$ cat src/rtl/seg_scan_ctrl.sv
// seg_scan_ctrl: time-multiplexed scan controller for an NDIG-digit 7-segment
// display sharing one external BCD-to-7-segment decoder.
//
// A BCD word (plus decimal-point mask and leading-zero enable) is captured
// through a load/ready handshake into a shadow set and copied to the active
// set only at a frame boundary, so a frame never shows a mix of old and new
// digits.
//
// Ports:
//   clk      system clock, rising edge
//   rst      asynchronous active-high reset
//   en       1 = scan runs; 0 = scan frozen and all digits dark
//   load     capture request for value/dp_mask/lz_en (taken when ready=1)
//   value    BCD word, nibble i drives digit i (digit 0 = least significant)
//   dp_mask  bit i lights the decimal point of digit i
//   lz_en    1 = leading-zero suppression
//   ready    1 = a load this cycle is accepted
//   dec_in   nibble presented to the external decoder
//   seg_in   decoder output {a,b,c,d,e,f,g,dp}, 1 = lit
//   seg_out  gated segment pattern to the display
//   an       one-hot digit enable, 1 = lit
module seg_scan_ctrl #(
  parameter int NDIG     = 4,
  parameter int SCAN_DIV = 50000
) (
  input  logic              clk,
  input  logic              rst,
  input  logic              en,
  input  logic              load,
  input  logic [4*NDIG-1:0] value,
  input  logic [NDIG-1:0]   dp_mask,
  input  logic              lz_en,
  output logic              ready,
  output logic [3:0]        dec_in,
  input  logic [7:0]        seg_in,
  output logic [7:0]        seg_out,
  output logic [NDIG-1:0]   an
);

  localparam int CW = $clog2(SCAN_DIV);
  localparam int IW = $clog2(NDIG);

  logic [CW-1:0]     cnt;
  logic [IW-1:0]     idx;
  logic              pending;
  logic [4*NDIG-1:0] sh_value;
  logic [NDIG-1:0]   sh_dp;
  logic              sh_lz;
  logic [4*NDIG-1:0] act_value;
  logic [NDIG-1:0]   act_dp;
  logic              act_lz;
  logic              blank_r;
  logic              dp_r;

  logic              tick;
  logic              frame_end;
  logic [3:0]        cur_nib;
  logic              cur_dp;
  logic              upper_zero;
  logic              digit_blank;
  logic [NDIG-1:0]   an_next;

  // The decoder's own dp output is replaced by dp_mask.
  logic              seg_dp_unused;
  assign seg_dp_unused = seg_in[0];

  assign ready     = ~pending;
  assign tick      = en && (cnt == CW'(SCAN_DIV - 1));
  assign frame_end = tick && (idx == IW'(NDIG - 1));

  // Select the current digit and decide whether it is blanked. A digit is
  // leading-zero blanked when it and every more significant digit are zero;
  // digit 0 always shows so a zero value still displays "0".
  always_comb begin
    cur_nib    = 4'd0;
    cur_dp     = 1'b0;
    upper_zero = 1'b1;
    an_next    = '0;
    for (int i = 0; i < NDIG; i++) begin
      if (IW'(i) == idx) begin
        cur_nib    = act_value[4*i +: 4];
        cur_dp     = act_dp[i];
        an_next[i] = en;
      end
      if ((IW'(i) >= idx) && (act_value[4*i +: 4] != 4'd0)) begin
        upper_zero = 1'b0;
      end
    end
    digit_blank = (cur_nib > 4'd9) || (act_lz && (idx != '0) && upper_zero);
  end

  // Scan counter and digit index; both freeze while en is low.
  always_ff @(posedge clk or posedge rst) begin
    if (rst) begin
      cnt <= '0;
      idx <= '0;
    end else if (en) begin
      if (tick) begin
        cnt <= '0;
        idx <= (idx == IW'(NDIG - 1)) ? '0 : idx + 1'b1;
      end else begin
        cnt <= cnt + 1'b1;
      end
    end
  end

  // Handshake: a load is only taken while nothing is pending; the pending
  // set moves to the active set at the next real frame boundary.
  always_ff @(posedge clk or posedge rst) begin
    if (rst) begin
      pending   <= 1'b0;
      sh_value  <= '0;
      sh_dp     <= '0;
      sh_lz     <= 1'b0;
      act_value <= '0;
      act_dp    <= '0;
      act_lz    <= 1'b0;
    end else if (pending) begin
      if (frame_end) begin
        act_value <= sh_value;
        act_dp    <= sh_dp;
        act_lz    <= sh_lz;
        pending   <= 1'b0;
      end
    end else if (load) begin
      sh_value <= value;
      sh_dp    <= dp_mask;
      sh_lz    <= lz_en;
      pending  <= 1'b1;
    end
  end

  // Per-digit outputs, one cycle behind idx.
  always_ff @(posedge clk or posedge rst) begin
    if (rst) begin
      an      <= {{(NDIG-1){1'b0}}, 1'b1};
      dec_in  <= 4'd0;
      blank_r <= 1'b0;
      dp_r    <= 1'b0;
    end else begin
      an      <= an_next;
      dec_in  <= digit_blank ? 4'd0 : cur_nib;
      blank_r <= ~en | digit_blank;
      dp_r    <= cur_dp;
    end
  end

  assign seg_out = blank_r ? 8'h00 : {seg_in[7:1], dp_r};

endmodule

$ cat config.mk
export PLATFORM = sky130hd
export DESIGN_NAME = seg_scan_ctrl
export DESIGN_NICKNAME = d
export VERILOG_FILES = /design/src/rtl/seg_scan_ctrl.sv
export SDC_FILE = /design/constraint.sdc
export NUM_CORES = 1
export LEC_CHECK = 0
export BUFFER_PORTS_ARGS = -buffer_cell sky130_fd_sc_hd__buf_2
export CAP_MARGIN = 30
export CORE_UTILIZATION = 50
export CTS_BUF_LIST = sky130_fd_sc_hd__clkbuf_16
export CTS_CLUSTER_DIAMETER = 50
export CTS_CLUSTER_SIZE = 40
export DETAILED_ROUTE_END_ITERATION = 10
export PLACE_DENSITY = 0.87
export SLEW_MARGIN = 0
export SYNTH_ARGS = -nofsm -noshare
export SYNTH_HDL_FRONTEND = slang
export SYNTH_SLANG_ARGS = --single-unit
$ cat constraint.sdc
create_clock -name clk -period 2 [get_ports clk]
set_input_delay 0.1 -clock clk [delete_from_list [all_inputs] [get_ports clk]]
set_output_delay 0.1 -clock clk [all_outputs]
set_load 0.005 [all_outputs]
==> summary.txt <==
Timing
  – Max Clk Rate: 501 MHz
  – Period Utilization, post-route: 99.8%
  – Post-route worst setup slack: 0.00425 ns
  – Clk_skew: 0.00476 ns
  – Unrepaired setup endpoints after global routing: yes
  – Slew Viols, Final: 0
  – Fin. Hold Viols: 0
  – Final setup violation count: 0
  – Final hold slack: 0.00462 ns
  – Worst slew pin tran: 0.381 ns
  – Max-slew headroom: 74.4%
  – Final min period: 2.00 ns

Worst setup path
  – Crit path buf inv count: 2
  – Worst stage delay on the critical path: 0.44 ns
  – Crit path DAT: 2.19 ns
  – CP Capture Type: register
  – Slowest CP cell: dfrtp_1
  – Critical-path cell list: inv_1 > ha_1 > nor4_1 > nand3b_1 > nor3_1 > buf_4 > a211oi_1
  – CP top delay family: simple AND/OR/NAND/NOR gates
  – Worst Setup Path Type: reg -> reg
  – Worst-path maximum fanout: 7
  – Critical path startpoint category: register
  – WP data required: 2.20 ns

Yosys
  – Post-synth cell types: 40
  – Post-synth top area cell: dfrtp_1
  – Mapped Nets: 290
  – Gate Count Post-Synth: 251
  – Ys flop type: dfrtp_1
  – Register bit total from synthesis: 71
  – Asr flop ratio synth: 100%
  – Synth top area cells: dfrtp_1 (56%), mux2_2 (15%), ha_1 (2.4%)
  – Share of the synthesized area in the top cell type: 55.9%
  – Syn_area_per_cell: 12.5 sq um
  – Post-synth EDFFs: 0
  – Mapped Area: 0.00313 sq mm
  – Sequential fraction of the synthesis area: 56.7%
  – Yosys Warn Count: 0

Placement
  – Post-DP Area: 0.00354 sq mm
  – Hpwl dp: 4200 microns
  – I/O Buffers: 48
  – GPL Wtd Cong: 0.840
  – Place WS: 0.0567 ns

Die
  – Initial Util: 52.3%
  – Die ar.: 0.00659 sq mm
  – Core area: 0.00599 sq mm
  – Die Wd: 81.2 microns
  – FP Rows: 28
  – Die Span Y: 81.2 microns
  – IO Pins: 50

Power
  – Power Density: 922 mW/mm^2
  – Peak supply drop: 0.000770 V
  – Pleak: 1.97 nW

Clocking
  – Sink Count: 71
  – Max Root-Sink Buffers: 2
  – CTS H-tree lvls: 3
  – CTS tree: done
  – Clk pin slew, worst setup/hold paths: 0.06 ns
  – Clock buffer count from CTS: 9
  – CTS Root Cell: clkbuf_16
  – Clock latency on the worst-skew pair: 0.33 ns

Run status
  – Status: completed

Detailed routing
  – WL per Instance: 16.4 microns
  – Vias per inst: 5.49
  – DR vias: 2234
  – Iteration-0 DRC Markers: 129
  – Drc violations: 0
  – Post-Route WL: 6660 microns
  – Final ANT Viol Nets: 0
  – Drt first pass iters: 4

Cells and area
  – Area delta synth->final: 30.0%
  – Fillers: 424
  – Share of cells above drive strength 1: 40.4%
  – Commonest cells after routing, fill and taps aside: dfrtp_1 (68), buf_2 (48), mux2_2 (42), nor2_1 (14), buf_4 (12)
  – Final net count: 366
  – N_diodes: 0
  – Commonest non-fill, non-tap cell in the layout: dfrtp_1
  – Cell area after layout: 0.00408 sq mm

Global routing
  – Global router's overall resource usage: 21.7%
  – Vias in the first global route: 2214
  – Initial antenna violation count: 0
  – Largest net degree at the start of global routing: 72
  – First-pass GRT wire length: 10400 microns
  – Gr ovfl total: 0

Flow run
  – Max-cap violations: 0

Worst hold path
  – Hold crit path type: in -> reg
## timing repair
item | CTS | global route
resized for setup | 0 | 10
setup endpoints to repair | 0 | 23
hold endpoints to repair | 79 | 0
buffers inserted | 0 | 2
hold buffers | 10 | 0
## through the flow
stage          std cells  utilization, %  power (mW)  TNS (ns)
2_1_floorplan        251               -        1.78         0
3_3_place_gp         377            59.1        1.90         0
3_5_place_dp         377            59.1        1.92         0
4_1_cts              403            66.4        3.73         0
5_1_grt              407            68.0        3.88    -0.766
6_report             407            68.0        3.76         0
## flip-flops by register name, summed over array words and instances, names as in the netlist
name       flops
cnt           16
idx            2
act_dp         4
dec_in         4
blank_r        1
sh_lz          1
act_lz         1
sh_value      16
sh_dp          4
dp_r           1
act_value     16
pending        1
an             4
## final cells by class
| cell class | count | area [sq um] | area share (%) |
|---|---|---|---|
| clock buffers | 9 | 225 | 5.53 |
| clock inverters | 7 | 113 | 2.76 |
| inverters | 11 | 41.3 | 1.01 |
| multi-input cells | 160 | 1320 | 32.3 |
| flip-flops and latches | 71 | 1780 | 43.7 |
| well taps | 75 | 93.8 | 2.30 |
| repair buffers | 74 | 507 | 12.4 |
## cells in the mapped netlist (all sizes together) (2+ instances only)
cell type  instances
xor2               7
dfrtp             70
xnor2              6
mux2              44
nor3               6
o21ai              4
and2               3
nor3b              3
clkbuf             5
nor4               7
nand2              9
a21oi              7
nand4              6
buf                4
a211oi             3
nand3b             4
nor2b             10
inv               11
nor2              15
a211o              2
and4               2
ha                 6
nand3              6
## power by group
part,internal (mW),switching [mW],leakage [nW]
clock,1.21,0.584,0.160
combinational,0.184,0.135,0.879
sequential,1.54,0.107,0.935
total,2.93,0.826,1.97
## metal layers
layer  GRT usage [%]  wire, microns
met1            26.4           2900
met2            36.1           3240
met3            3.82            356
met4            12.9            167
met5               0              0
## cell families after synthesis
| kind of cell | share of synthesized area [%] |
|---|---|
| buf+inv | 2.91 |
| mux | 16.1 |
| fa+ha+maj | 2.40 |
| flops | 56.7 |
| compound gates | 4.67 |
| simple gates | 13.5 |
| xor+xnor | 3.63 |
## final timing paths
check | cells past startpoint | from | end | slack [ns]
max | 7 | idx[0] | dec_in[0] | 0.004
max in group asynchronous | 4 | rst | cnt[1] | 1.30
min in group asynchronous | 4 | rst | an[2] | 0.39
min reg2reg | 1 | sh_value[15] | sh_value[15] | 0.50
min | 2 | value[12] | sh_value[12] | 0.005
max reg2reg | 7 | idx[0] | dec_in[0] | 0.004
No activity file was read; power rests on OpenSTA's default activity.
